$ cat src/rtl/ddr_port_arbiter_if.sv
// ddr_port_arbiter_if
//   Command/data port between the arbiter and the single DDR controller.
//   master : arbiter side (drives command, write data; receives handshakes, read data)
//   slave  : controller side
//   ctrl_req/ctrl_wr/ctrl_addr/ctrl_len : command request, direction, address, length
//   ctrl_rdy/ctrl_done                  : command accepted, burst complete pulse
//   ctrl_wdata/ctrl_wdata_req           : write beat data and beat request
//   ctrl_rdata/ctrl_rdata_en            : read beat data and valid
interface ddr_port_arbiter_if #(
   parameter int ADDR_WIDTH = 27,
   parameter int LEN_WIDTH  = 16,
   parameter int DQ_WIDTH   = 32
);
   logic                    ctrl_req;
   logic                    ctrl_wr;
   logic [ADDR_WIDTH-1:0]   ctrl_addr;
   logic [LEN_WIDTH-1:0]    ctrl_len;
   logic                    ctrl_rdy;
   logic                    ctrl_done;
   logic [8*DQ_WIDTH-1:0]   ctrl_wdata;
   logic                    ctrl_wdata_req;
   logic [8*DQ_WIDTH-1:0]   ctrl_rdata;
   logic                    ctrl_rdata_en;

   modport master (
      output ctrl_req, ctrl_wr, ctrl_addr, ctrl_len, ctrl_wdata,
      input  ctrl_rdy, ctrl_done, ctrl_wdata_req, ctrl_rdata, ctrl_rdata_en
   );

   modport slave (
      input  ctrl_req, ctrl_wr, ctrl_addr, ctrl_len, ctrl_wdata,
      output ctrl_rdy, ctrl_done, ctrl_wdata_req, ctrl_rdata, ctrl_rdata_en
   );
endinterface

$ cat src/rtl/ddr_port_arbiter.sv
// ddr_port_arbiter
//   Four-client round-robin arbiter (W0, W1, R0, R1) in front of one DDR
//   controller command/data port. Request pulses are latched as pending,
//   granted one burst at a time, and the controller strobes are steered to
//   the granted client only.
//   ddr_clk, ddr_rstn       : clock, asynchronous active-low reset
//   wN_req/addr/len         : write request pulse with start address and length
//   wN_rdy/done             : command accepted / burst complete for this writer
//   wN_wdata/wN_wdata_req   : writer data in / next-beat request out
//   rN_req/addr/len/rdy/done: same for readers
//   rN_rdata/rN_rdata_en    : broadcast read data / per-reader beat valid
//   ctrl                    : controller port (master side)
//   req_ovf                 : sticky dropped-request flags {r1,r0,w1,w0}
module ddr_port_arbiter #(
   parameter int ADDR_WIDTH = 27,
   parameter int LEN_WIDTH  = 16,
   parameter int DQ_WIDTH   = 32
) (
   input  logic                  ddr_clk,
   input  logic                  ddr_rstn,
   input  logic                  w0_req,
   input  logic [ADDR_WIDTH-1:0] w0_addr,
   input  logic [LEN_WIDTH-1:0]  w0_len,
   output logic                  w0_rdy,
   output logic                  w0_done,
   input  logic [8*DQ_WIDTH-1:0] w0_wdata,
   output logic                  w0_wdata_req,
   input  logic                  w1_req,
   input  logic [ADDR_WIDTH-1:0] w1_addr,
   input  logic [LEN_WIDTH-1:0]  w1_len,
   output logic                  w1_rdy,
   output logic                  w1_done,
   input  logic [8*DQ_WIDTH-1:0] w1_wdata,
   output logic                  w1_wdata_req,
   input  logic                  r0_req,
   input  logic [ADDR_WIDTH-1:0] r0_addr,
   input  logic [LEN_WIDTH-1:0]  r0_len,
   output logic                  r0_rdy,
   output logic                  r0_done,
   output logic [8*DQ_WIDTH-1:0] r0_rdata,
   output logic                  r0_rdata_en,
   input  logic                  r1_req,
   input  logic [ADDR_WIDTH-1:0] r1_addr,
   input  logic [LEN_WIDTH-1:0]  r1_len,
   output logic                  r1_rdy,
   output logic                  r1_done,
   output logic [8*DQ_WIDTH-1:0] r1_rdata,
   output logic                  r1_rdata_en,
   ddr_port_arbiter_if.master    ctrl,
   output logic [3:0]            req_ovf
);

   typedef enum logic [1:0] {IDLE, ISSUE, XFER} state_t;

   state_t                state, state_nxt;
   logic [3:0]            req_v;
   logic [ADDR_WIDTH-1:0] req_addr [4];
   logic [LEN_WIDTH-1:0]  req_len  [4];
   logic [3:0]            pending;
   logic [ADDR_WIDTH-1:0] pend_addr [4];
   logic [LEN_WIDTH-1:0]  pend_len  [4];
   logic [1:0]            rr_ptr, grant, pick;
   logic                  pick_v, take;
   logic [3:0]            consume, gnt_oh;

   // Client index order: 0=W0, 1=W1, 2=R0, 3=R1
   always_comb begin
      req_v       = {r1_req, r0_req, w1_req, w0_req};
      req_addr[0] = w0_addr;
      req_addr[1] = w1_addr;
      req_addr[2] = r0_addr;
      req_addr[3] = r1_addr;
      req_len[0]  = w0_len;
      req_len[1]  = w1_len;
      req_len[2]  = r0_len;
      req_len[3]  = r1_len;
   end

   // First pending client at or after rr_ptr, searching cyclically
   always_comb begin
      logic [1:0] idx;
      idx    = '0;
      pick   = rr_ptr;
      pick_v = 1'b0;
      for (int unsigned i = 0; i < 4; i++) begin
         idx = rr_ptr + 2'(i);
         if (!pick_v && pending[idx]) begin
            pick   = idx;
            pick_v = 1'b1;
         end
      end
   end

   assign take    = (state == IDLE) && pick_v;
   assign consume = take ? (4'b0001 << pick) : '0;

   // A pulse landing on the cycle its latch is granted refills the latch
   // instead of counting as an overflow.
   always_ff @(posedge ddr_clk or negedge ddr_rstn) begin
      if (!ddr_rstn) begin
         pending <= '0;
         req_ovf <= '0;
         for (int unsigned n = 0; n < 4; n++) begin
            pend_addr[n] <= '0;
            pend_len[n]  <= '0;
         end
      end else begin
         for (int unsigned n = 0; n < 4; n++) begin
            if (req_v[n]) begin
               if (!pending[n] || consume[n]) begin
                  pending[n]   <= 1'b1;
                  pend_addr[n] <= req_addr[n];
                  pend_len[n]  <= req_len[n];
               end else begin
                  req_ovf[n] <= 1'b1;
               end
            end else if (consume[n]) begin
               pending[n] <= 1'b0;
            end
         end
      end
   end

   always_ff @(posedge ddr_clk or negedge ddr_rstn) begin
      if (!ddr_rstn) begin
         grant          <= '0;
         rr_ptr         <= '0;
         ctrl.ctrl_wr   <= 1'b0;
         ctrl.ctrl_addr <= '0;
         ctrl.ctrl_len  <= '0;
      end else if (take) begin
         grant          <= pick;
         rr_ptr         <= pick + 2'd1;
         ctrl.ctrl_wr   <= ~pick[1];
         ctrl.ctrl_addr <= pend_addr[pick];
         ctrl.ctrl_len  <= pend_len[pick];
      end
   end

   // State register
   always_ff @(posedge ddr_clk or negedge ddr_rstn) begin
      if (!ddr_rstn) state <= IDLE;
      else           state <= state_nxt;
   end

   // Next state
   always_comb begin
      state_nxt = state;
      case (state)
         IDLE:    if (pick_v)         state_nxt = ISSUE;
         ISSUE:   if (ctrl.ctrl_rdy)  state_nxt = XFER;
         XFER:    if (ctrl.ctrl_done) state_nxt = IDLE;
         default:                     state_nxt = IDLE;
      endcase
   end

   // Outputs: strobes steered to the granted client, all zero in IDLE
   always_comb begin
      gnt_oh          = 4'b0001 << grant;
      ctrl.ctrl_req   = (state == ISSUE);
      ctrl.ctrl_wdata = '0;
      {r1_rdy, r0_rdy, w1_rdy, w0_rdy}     = '0;
      {r1_done, r0_done, w1_done, w0_done} = '0;
      {w1_wdata_req, w0_wdata_req}         = '0;
      {r1_rdata_en, r0_rdata_en}           = '0;
      r0_rdata = ctrl.ctrl_rdata;
      r1_rdata = ctrl.ctrl_rdata;
      if (state == ISSUE && ctrl.ctrl_rdy)
         {r1_rdy, r0_rdy, w1_rdy, w0_rdy} = gnt_oh;
      if (state == XFER && ctrl.ctrl_done)
         {r1_done, r0_done, w1_done, w0_done} = gnt_oh;
      if (state != IDLE) begin
         if (!grant[1]) begin
            ctrl.ctrl_wdata = grant[0] ? w1_wdata : w0_wdata;
            if (ctrl.ctrl_wdata_req) {w1_wdata_req, w0_wdata_req} = gnt_oh[1:0];
         end else if (ctrl.ctrl_rdata_en) begin
            {r1_rdata_en, r0_rdata_en} = gnt_oh[3:2];
         end
      end
   end

endmodule
$ cat src/flat_wrapper.sv
// flat-port wrapper written by rule: the top's interface ports become plain ports
module ddr_port_arbiter_flat 
#(
   parameter int ADDR_WIDTH = 27,
   parameter int LEN_WIDTH  = 16,
   parameter int DQ_WIDTH   = 32
)
  (ddr_clk, ddr_rstn, w0_req, w0_addr, w0_len, w0_rdy, w0_done, w0_wdata, w0_wdata_req, w1_req, w1_addr, w1_len, w1_rdy, w1_done, w1_wdata, w1_wdata_req, r0_req, r0_addr, r0_len, r0_rdy, r0_done, r0_rdata, r0_rdata_en, r1_req, r1_addr, r1_len, r1_rdy, r1_done, r1_rdata, r1_rdata_en, req_ovf, ctrl_ctrl_req, ctrl_ctrl_wr, ctrl_ctrl_addr, ctrl_ctrl_len, ctrl_ctrl_wdata, ctrl_ctrl_rdy, ctrl_ctrl_done, ctrl_ctrl_wdata_req, ctrl_ctrl_rdata, ctrl_ctrl_rdata_en);
  ddr_port_arbiter_if #(.ADDR_WIDTH(ADDR_WIDTH), .LEN_WIDTH(LEN_WIDTH), .DQ_WIDTH(DQ_WIDTH)) ctrl_i ();
  input  logic ddr_clk;
  input  logic ddr_rstn;
  input  logic w0_req;
  input  logic [ADDR_WIDTH-1:0] w0_addr;
  input  logic [LEN_WIDTH-1:0] w0_len;
  output logic w0_rdy;
  output logic w0_done;
  input  logic [8*DQ_WIDTH-1:0] w0_wdata;
  output logic w0_wdata_req;
  input  logic w1_req;
  input  logic [ADDR_WIDTH-1:0] w1_addr;
  input  logic [LEN_WIDTH-1:0] w1_len;
  output logic w1_rdy;
  output logic w1_done;
  input  logic [8*DQ_WIDTH-1:0] w1_wdata;
  output logic w1_wdata_req;
  input  logic r0_req;
  input  logic [ADDR_WIDTH-1:0] r0_addr;
  input  logic [LEN_WIDTH-1:0] r0_len;
  output logic r0_rdy;
  output logic r0_done;
  output logic [8*DQ_WIDTH-1:0] r0_rdata;
  output logic r0_rdata_en;
  input  logic r1_req;
  input  logic [ADDR_WIDTH-1:0] r1_addr;
  input  logic [LEN_WIDTH-1:0] r1_len;
  output logic r1_rdy;
  output logic r1_done;
  output logic [8*DQ_WIDTH-1:0] r1_rdata;
  output logic r1_rdata_en;
  output logic [3:0] req_ovf;
  output wire logic [$bits(ctrl_i.ctrl_req)-1:0] ctrl_ctrl_req;
  output wire logic [$bits(ctrl_i.ctrl_wr)-1:0] ctrl_ctrl_wr;
  output wire logic [$bits(ctrl_i.ctrl_addr)-1:0] ctrl_ctrl_addr;
  output wire logic [$bits(ctrl_i.ctrl_len)-1:0] ctrl_ctrl_len;
  output wire logic [$bits(ctrl_i.ctrl_wdata)-1:0] ctrl_ctrl_wdata;
  input wire logic [$bits(ctrl_i.ctrl_rdy)-1:0] ctrl_ctrl_rdy;
  input wire logic [$bits(ctrl_i.ctrl_done)-1:0] ctrl_ctrl_done;
  input wire logic [$bits(ctrl_i.ctrl_wdata_req)-1:0] ctrl_ctrl_wdata_req;
  input wire logic [$bits(ctrl_i.ctrl_rdata)-1:0] ctrl_ctrl_rdata;
  input wire logic [$bits(ctrl_i.ctrl_rdata_en)-1:0] ctrl_ctrl_rdata_en;
  assign ctrl_ctrl_req = ctrl_i.ctrl_req;
  assign ctrl_ctrl_wr = ctrl_i.ctrl_wr;
  assign ctrl_ctrl_addr = ctrl_i.ctrl_addr;
  assign ctrl_ctrl_len = ctrl_i.ctrl_len;
  assign ctrl_ctrl_wdata = ctrl_i.ctrl_wdata;
  assign ctrl_i.ctrl_rdy = ctrl_ctrl_rdy;
  assign ctrl_i.ctrl_done = ctrl_ctrl_done;
  assign ctrl_i.ctrl_wdata_req = ctrl_ctrl_wdata_req;
  assign ctrl_i.ctrl_rdata = ctrl_ctrl_rdata;
  assign ctrl_i.ctrl_rdata_en = ctrl_ctrl_rdata_en;
  ddr_port_arbiter #(.ADDR_WIDTH(ADDR_WIDTH), .LEN_WIDTH(LEN_WIDTH), .DQ_WIDTH(DQ_WIDTH)) u_core (.ddr_clk(ddr_clk), .ddr_rstn(ddr_rstn), .w0_req(w0_req), .w0_addr(w0_addr), .w0_len(w0_len), .w0_rdy(w0_rdy), .w0_done(w0_done), .w0_wdata(w0_wdata), .w0_wdata_req(w0_wdata_req), .w1_req(w1_req), .w1_addr(w1_addr), .w1_len(w1_len), .w1_rdy(w1_rdy), .w1_done(w1_done), .w1_wdata(w1_wdata), .w1_wdata_req(w1_wdata_req), .r0_req(r0_req), .r0_addr(r0_addr), .r0_len(r0_len), .r0_rdy(r0_rdy), .r0_done(r0_done), .r0_rdata(r0_rdata), .r0_rdata_en(r0_rdata_en), .r1_req(r1_req), .r1_addr(r1_addr), .r1_len(r1_len), .r1_rdy(r1_rdy), .r1_done(r1_done), .r1_rdata(r1_rdata), .r1_rdata_en(r1_rdata_en), .ctrl(ctrl_i), .req_ovf(req_ovf));
endmodule
$ cat config.mk
export PLATFORM = sky130hd
export DESIGN_NAME = ddr_port_arbiter_flat
export DESIGN_NICKNAME = d
export VERILOG_FILES = /design/src/rtl/ddr_port_arbiter_if.sv /design/src/rtl/ddr_port_arbiter.sv /design/src/flat_wrapper.sv
export SDC_FILE = /design/constraint.sdc
export NUM_CORES = 1
export LEC_CHECK = 0
export ABC_AREA = 1
export BUFFER_PORTS_ARGS = -buffer_cell sky130_fd_sc_hd__buf_2
export CORE_AREA = 3 3 700 702
export DETAILED_ROUTE_END_ITERATION = 16
export DIE_AREA = 0 0 703 705
export HOLD_SLACK_MARGIN = 0.05
export RECOVER_POWER = 50
export SLEW_MARGIN = 20
export SYNTH_ARGS = -nofsm -noshare
export SYNTH_HDL_FRONTEND = slang
export SYNTH_SLANG_ARGS = --single-unit
$ cat constraint.sdc
create_clock -name ddr_clk -period 2.2 [get_ports ddr_clk]
set_input_delay 0.11 -clock ddr_clk [delete_from_list [all_inputs] [get_ports ddr_clk]]
set_output_delay 0.11 -clock ddr_clk [all_outputs]
set_load 0.01 [all_outputs]
# Word level (Yosys, flattened, before mapping)
# Index checks and enable logic that the tools add are counted.
# totals
reg_bits	230
latch_bits	0
ramBits	0
romBits	0
in_bits	950
out_inout_bits	829
memories	0
# op_classes
add_sub_neg	4
multipliers	0
div	0
n_lt_le_gt_ge	5
eq_ne	9
n_shift	2
n_mux	61
n_bitwise	6
n_reduce_logical	36
# ops
operator	n
two-way mux 256 bit	3
binary-select mux 27 bit (select 2 bit)	1
two-way mux 27 bit	2
two-way mux 1 bit	40
binary-select mux 16 bit (select 2 bit)	1
two-way mux 16 bit	2
AND reduction 2 bit	12
less-than comparator 2 x 3 -> 1 bit (second input constant)	4
two-way mux 2 bit	6
!= test 2 x 1 -> 1 bit (second input constant)	6
nonzero test 2 bit	5
binary-select mux 1 bit (select 2 bit)	4
left shift 1 x 2 -> 4 bit (first input constant)	2
logical NOT 1 bit	7
logical AND 1 bit	6
case mux 2 bit (3 select lines)	1
NOT 1 bit	5
adder 2 x 1 -> 2 bit (second input constant)	2
adder 2 bit (second input constant)	2
logical OR 1 bit	4
two-way mux 4 bit	1
>= comparator 3 bit (second input constant)	1
NOT 2 -> 3 bit	1
AND reduction 3 bit	1
other kinds (4)	4

# Longest topological paths before layout
# Gate-level depths: netlist (run 1).
# logic_depth
ltp_word	17
mapped_depth	18
ltp_nobuf	16

# Least setup slack after synthesis (run 1)
# OpenSTA, ideal clock, no wires.
# synth_timing
path_kind	reg-to-reg
from	register u_core.rr_ptr[1]
to	register u_core.pend_addr[100] in the netlist's numbering
setup_time_ps	117
arrival_time_ps	1884
slack_ps	199
stages_incl_launch_ff	17
n_path_buf	2
path_cell_list	dfrtp_1 > buf_4 > inv_4 > nand2_1 > nand2_1 > nand2_1 > nand2_2 > nand4_2 > nand2_1 > nand2_2 > nor2_4 > nand2_1 > nand2_4 > nand2_4 > buf_6 > nand2_1 > nand2_1
# synth_between
elab_chain_cells	16
word_cells_on_any_way	29
cone_classes	add/sub (3); shift (1); mux (16); reduce/logical (9)
# synth_lines
item	line_no	source
start: declaration	ddr_port_arbiter.sv:62	logic [1:0] rr_ptr, grant, pick;
start signal: assignment	ddr_port_arbiter.sv:133	rr_ptr <= pick + 2'd1;
branches (longest 13 deep; another with adder 2 x 1 -> 2 bit)	-	
two-way mux 4 bit *	ddr_port_arbiter.sv:95	assign consume = take ? (4'b0001 << pick) : '0;
logical OR 1 bit *	ddr_port_arbiter.sv:110	if (!pending[n] || consume[n]) begin
AND reduction 2 bit (no source line) *	-	
end signal: indexed assignment	ddr_port_arbiter.sv:112	pend_addr[n] <= req_addr[n];
end: declaration	ddr_port_arbiter.sv:60	logic [ADDR_WIDTH-1:0] pend_addr [4];
# Mark *: on every way between the ends. The select of a mux whose other input is x is not followed.
# A chain may end at the register's enable or synchronous reset.

# Worst setup path after layout (run 1)
# layout_timing
from	register u_core.grant[1]
to	output port ctrl_ctrl_wdata[176]
# layout_between
elab_chain_cells	2
# layout_lines
item	line_no	source
start: declaration	ddr_port_arbiter.sv:62	
start signal: assignment	ddr_port_arbiter.sv:132	grant <= pick;
two-way mux 256 bit	ddr_port_arbiter.sv:173	if (!grant[1]) begin
two-way mux 256 bit	ddr_port_arbiter.sv:172	if (state != IDLE) begin
end: declaration	flat_wrapper.sv:45	output wire logic [$bits(ctrl_i.ctrl_wdata)-1:0] ctrl_ctrl_wdata;
# Every way passes these cells.

==> out/qor.yml, run 1 <==
grtUsageTotal_pct: 13.3
slew_headroom_pct: 43.6
fin_crit_sh_pct: 117
skew_ns: 0.0203
grt_antenna_before_repair: 391
place_inst: 9461
finalHoldViolCount: 0
yosysSeqAreaShare_pct: 32.2
nets: 4238
drive_above_1_share_pct: 50.6
layout.cells.non_filler: 10200
p_int_mw: 22.2
syn_nets: 3472
ys_warn_count: 0
postPlaceCellArea_mm2: 0.0283
yosys-top-cells-area: "dfrtp_1 32%, buf_4 22%, nand2_1 17%"
grt_pass1_wl_um: 389000
regArea_mm2: 0.00576
drt_iter0_drc: 2261
rr_startpoint: "u_core.rr_ptr[0]"
critPathLaunchType: "register"
worst_slew_pin_slew_ns: 0.846
viasPerCell: 2.45
die-area_mm2: 0.496
numCtsBuffers: 21
r2r_cells: 17
cts.clk_slew.worst_paths_ns: 0.07
area_delta_synth_final_pct: 98.7
hold_path.class: "in2async"
clk_latency_ns: 0.53
rows: 256
cp_max_fo: 26
crit_required_ns: 2.09
netlist_area_mm2: 0.0179
worst_ir_drop_vdd_uv: 975
gp_congestion: 1.04
avgRoutedWirePerCell_um: 34.6
numPortBuffers: 1010
combPwrFrac_pct: 76.0
gr-total-overflow: 0
fin_crit_ns: 2.58
worst-r2r-setup-slack_ns: -0.16
clock_sinks: 230
grt_pass1_vias: 21000
final_util_pct: 7.32
power_frac_clock_pct: 7.6
cp.arrival_ns: 2.47
wl_um: 354000
antenna_left: 0
place_ws_ns: -0.224
final_common_cell: "buf_2"
fin_area_mm2: 0.0355
cts_buffer_depth: 3
path_class: "reg2out"
synth_area_leader_cell: "dfrtp_1"
whs_ns: 0.0923
seqPwrFrac_pct: 16.5
rsz0062_at_grt: "yes"
powerDensity_mw_per_mm2: 1360
finalSetupViolations: 466
coreArea_mm2: 0.485
mostFrequentLayoutCells: "932 x buf_2, 578 x nand2_1, 234 x nor2_1, 227 x dfrtp_1, 210 x nand3_1"
max_freq_mhz: 388
ios: 1779
grt_max_degree: 64
endpoint_kind: "primary output"
n_fill_cell: 57100
multi_input_area_mm2: 0.00924
switching_share_pct: 54.0
drc_errors: 0
ys_types: 27
timing.max_cap.violations: 0
violations: "negative setup slack"
fin_ws_ns: -0.378
firstDrtPassIters: 5
cts_tree: "done"
vias: 25100
ys_ff_latch: 230
initial_core_util_pct: 3.68
final_max_slew_viol_count: 0
post-synth-top-area-fraction_pct: 32.2
p_leak_nw: 14.5
cts_root_buf: "clkbuf_16"
dpl.hpwl_um: 318000
htreeDepth: 1
die_w_um: 703
netlist_instances: 2522
status: "finished with violations"
r2r_end: "u_core.pend_len[39]"
die_h_um: 705
p_switching_mw: 26.2
avgSynthCellArea_um2: 7.08
cell type report:
cell class                      count  share of cell area [%]
Antenna cell                      488                    3.44
Clock buffer                       31                    1.73
Clock inverter                      4                  0.0881
Inverter                           19                   0.229
Multi-Input combinational cell   1591                    26.0
Sequential cell                   230                    16.2
Tap cell                         6450                    22.7
Timing Repair Buffer             1424                    29.5
Timing Repair inverter              1                  0.0141
worst max-delay path: stages (launching register included):
cell	delay (ns)
dfrtp_2	0.43
nor2_4	0.06
buf_12	0.15
buf_16	0.25
a22oi_1	0.58
nor2_2	0.13
buf_12	0.17
layer usage:
| metal | GRT usage [%] | routed length [µm] | up-vias |
|---|---|---|---|
| met5 | 0.883 | 1390 | - |
| met2 | 20.4 | 153000 | 2634 |
| met4 | 4.89 | 16700 | 92 |
| li1 | - | - | 9809 |
| met3 | 9.69 | 59600 | 900 |
| met1 | 13.9 | 123000 | 11600 |
state kept, by name (all words and copies together) (netlist names):
signal                 count
u_core.ctrl.ctrl_len      16
u_core.pend_len           64
u_core.state               2
u_core.grant               2
u_core.rr_ptr              2
u_core.pend_addr         108
u_core.pending             4
u_core.ctrl.ctrl_wr        1
u_core.req_ovf             4
u_core.ctrl.ctrl_addr     27
power groups by stage:
stage | Combinational [mW] | Clock, mW | Sequential, mW
3_3_place_gp | 28.0 | 0 | 7.58
2_1_floorplan | 13.9 | 0 | 7.17
4_1_cts | 30.0 | 3.72 | 7.51
3_5_place_dp | 28.1 | 0 | 7.55
6_report | 36.8 | 3.66 | 7.96
5_1_grt | 38.7 | 3.85 | 8.11
timing repair:
action / CTS / global route
setup buffers: 8 / 34
endpoints found under the hold margin: 405 / 0
endpoints found under the setup margin: 482 / 491
gates cloned: 6 / 32
hold buffers: 176 / 0
pin swaps: 5 / 64
gates resized for setup: 147 / 510
metrics by stage:
step,TNS [ns],power [mW]
final,-58.10,48.4
after global placement,-12.34,35.5
after global routing,-103.68,50.7
after detailed placement,-17.48,35.6
after floorplan,0,21.0
after CTS,-66.71,41.3
cell usage after synthesis:
library cell,number
nand2_2,9
inv_2,1
buf_1,9
nor3_1,4
buf_2,38
nor2_1,272
o21ai_4,1
nor2_4,2
nand4_2,1
o31ai_1,1
o21ai_0,1
o211ai_1,1
buf_4,518
a22oi_1,256
inv_1,16
dfrtp_1,230
clkbuf_1,104
o21bai_1,4
buf_6,13
nand3_1,233
nand2_1,791
a21oi_1,2
inv_4,1
nand2_4,8
clkinv_1,1
nand4_1,2
nor2_2,3
kinds of logic (layout without fill, tap and decap cells):
| family | count (synthesis) | after routing | share of synthesized area (%) |
|---|---|---|---|
| AO/OA/AOI/OAI | 266 | 266 | 11.2 |
| AND/OR/NAND/NOR | 1325 | 1325 | 30.2 |
| buffers and inverters | 701 | 1479 | 26.4 |
| flip-flops | 230 | 230 | 32.2 |
| other | 0 | 488 | 0 |
worst max path at each step:
stage | startpoint | to
finish | u_core.grant[1] | ctrl_ctrl_wdata[176]
global route | u_core.grant[0] | ctrl_ctrl_wdata[108]
CTS | u_core.grant[1] | ctrl_ctrl_wdata[202]
detailed placement | u_core.rr_ptr[1] | u_core.ctrl.ctrl_addr[3]
global placement | u_core.rr_ptr[1] | u_core.ctrl.ctrl_addr[3]
floorplan | u_core.rr_ptr[1] | u_core.pend_addr[100]
(Power assumes the default switching activity.)
==> inputs of run 2 (changes only) <==
- RECOVER_POWER: 50 -> 100
==> run 2 against run 1 <==
  * Worst setup slack worse by 0.0087 ns
  * Hold slack better by 0.091 ns
  * Critical path type unchanged
  * Non-clock buffer count stayed put
  * The flow still finishes with violations (negative setup slack)
  * Clock power hardly changed
  * Sequential cell count stayed put
  * Global-route usage stayed put
==> out/qor.yml, run 2 (same netlist as run 1, synthesis figures left out) <==
die-area_mm2: 0.496
initial_core_util_pct: 3.68
p_leak_nw: 14.3
timing.max_cap.violations: 0
cp_max_fo: 26
die_h_um: 705
drt_iter0_drc: 2242
fin_setup_tns_ns: -69.68
slowest_stage: "a22oi_1"
r2r_end: "u_core.ctrl.ctrl_addr[25]"
vias: 25100
crit_required_ns: 2.09
layout.cells.non_filler: 10300
min-delay-start: "w0_req"
timing.critical_path.mode_cell: "buf_12"
cts_tree: "done"
wl_um: 355000
clock_sinks: 230
cts_root_buf: "clkbuf_16"
htreeDepth: 1
drc_errors: 0
critPathMaxStageDelay_ns: 0.58
largestRegisters: "u_core.pend_addr x108, u_core.pend_len x64, u_core.ctrl.ctrl_addr x27"
fin_crit_sh_pct: 118
finalHoldViolCount: 0
largest_register: "u_core.pend_addr"
die_w_um: 703
powerDensity_mw_per_mm2: 1360
slew_headroom_pct: 3.78
clk_latency_ns: 0.53
finalSetupViolations: 483
grtUsageTotal_pct: 13.3
skew_ns: 0.0212
nets: 4238
cts.clk_slew.worst_paths_ns: 0.08
grt_pass1_wl_um: 389000
hold_path.class: "in2reg"
cts_buffer_depth: 3
fin_ws_ns: -0.386
violations: "negative setup slack"
antenna_left: 0
avgRoutedWirePerCell_um: 34.6
area_delta_synth_final_pct: 98.4
gp_congestion: 1.04
r2r_cells: 14
largest_reg_flops: 108
grt_antenna_before_repair: 391
final_max_slew_viol_count: 0
grt_max_degree: 64
grt_pass1_vias: 21000
final_util_pct: 7.31
drive_above_1_share_pct: 49.4
rows: 256
worst-r2r-setup-slack_ns: -0.20
critPathLaunchType: "register"
place_ws_ns: -0.224
coreArea_mm2: 0.485
startpoint: "u_core.grant[1]"
fin_crit_ns: 2.59
worst_ir_drop_vdd_uv: 974
place_inst: 9461
firstDrtPassIters: 5
n_fill_cell: 57100
rr_startpoint: "u_core.rr_ptr[0]"
gr-total-overflow: 0
status: "finished with violations"
mostFrequentLayoutCells: "881 x buf_2, 579 x nand2_1, 234 x nor2_1, 227 x dfrtp_1, 210 x nand3_1"
final_common_cell: "buf_2"
rsz0062_at_grt: "yes"
endpoint_kind: "primary output"
viasPerCell: 2.44
numCtsBuffers: 21
setup.worst_path.end: "ctrl_ctrl_wdata[176]"
crit_chain: "nor2_4, buf_12, buf_16, a22oi_1, nor2_2, buf_12"
cp.arrival_ns: 2.48
ios: 1779
numPortBuffers: 1010
worst_slew_pin_slew_ns: 1.44
path_class: "reg2out"
dpl.hpwl_um: 318000
max_freq_mhz: 387
run 2: changes by cell type in the layout (fill, tap and decap cells not counted), moves of 3 or more:
cell | previous run | this run
buf_4 | 162 | 158
buf_2 | 932 | 881
clkbuf_4 | 4 | 7
diode_2 | 488 | 507
clkbuf_2 | 0 | 15
clkbuf_1 | 5 | 44
run 2: power breakdown:
group | leakage [nW] | internal (mW) | switching [mW]
registers | 2.87 | 6.19 | 1.78
clock network | 0.321 | 1.94 | 1.72
logic | 11.1 | 14.0 | 22.7
run 2: layer usage:
| metal | global-route usage (%) | share of wire [%] | vias to the layer above |
|---|---|---|---|
| met5 | 0.883 | 0.39 | - |
| met4 | 4.89 | 4.4 | 94 |
| met3 | 9.69 | 17 | 869 |
| met2 | 20.4 | 44 | 2705 |
| met1 | 13.9 | 34 | 11600 |
| li1 | - | - | 9819 |
run 2: area by class of cell:
| type | count | area [µm²] | area share, % |
|---|---|---|---|
| flip-flops and latches | 230 | 5760 | 16.2 |
| well taps | 6450 | 8070 | 22.8 |
| repair inverters | 1 | 5.00 | 0.0141 |
| clock inverters | 4 | 31.3 | 0.0882 |
| inverters | 19 | 81.3 | 0.229 |
| diodes | 507 | 1270 | 3.58 |
| repair buffers | 1424 | 10400 | 29.3 |
| clock buffers | 31 | 613 | 1.73 |
| multi-input cells | 1591 | 9220 | 26.0 |
run 2: how the worst min path moves through the flow:
stage	depth (start not counted)	slack [ns]	to
6_report	3	0.18	u_core.pend_addr[96]
5_1_grt	3	0.20	u_core.pend_addr[101]
2_1_floorplan	0	-0.19	u_core.ctrl.ctrl_addr[0]
3_3_place_gp	1	0.07	u_core.pend_addr[11]
3_5_place_dp	1	0.07	u_core.pend_addr[11]
4_1_cts	2	0.09	u_core.rr_ptr[0]
run 2: stage by stage:
stage	power, mW	hold WS, ns	cell area, µm²
finish	48.3	0.183	35400
detailed placement	35.6	0.0687	28300
global placement	35.5	0.0665	28300
global route	50.5	0.203	34700
floorplan	21.0	-0.186	17900
CTS	41.3	0.0909	31500
run 2: critical path, delay by kind of cell (launching register included):
family | cells | cell delay [ns]
AO/OA/AOI/OAI | 1 | 0.58
buffers and inverters | 3 | 0.57
flip-flops | 1 | 0.43
AND/OR/NAND/NOR | 2 | 0.19
run 2: what timing repair did:
item / CTS / global route
endpoints found under the hold margin: 405 / 0
cloned: 6 / 32
setup buffers: 8 / 34
pin swaps: 5 / 64
endpoints found under the setup margin: 482 / 491
gates resized for setup: 147 / 510
hold buffers: 176 / 0
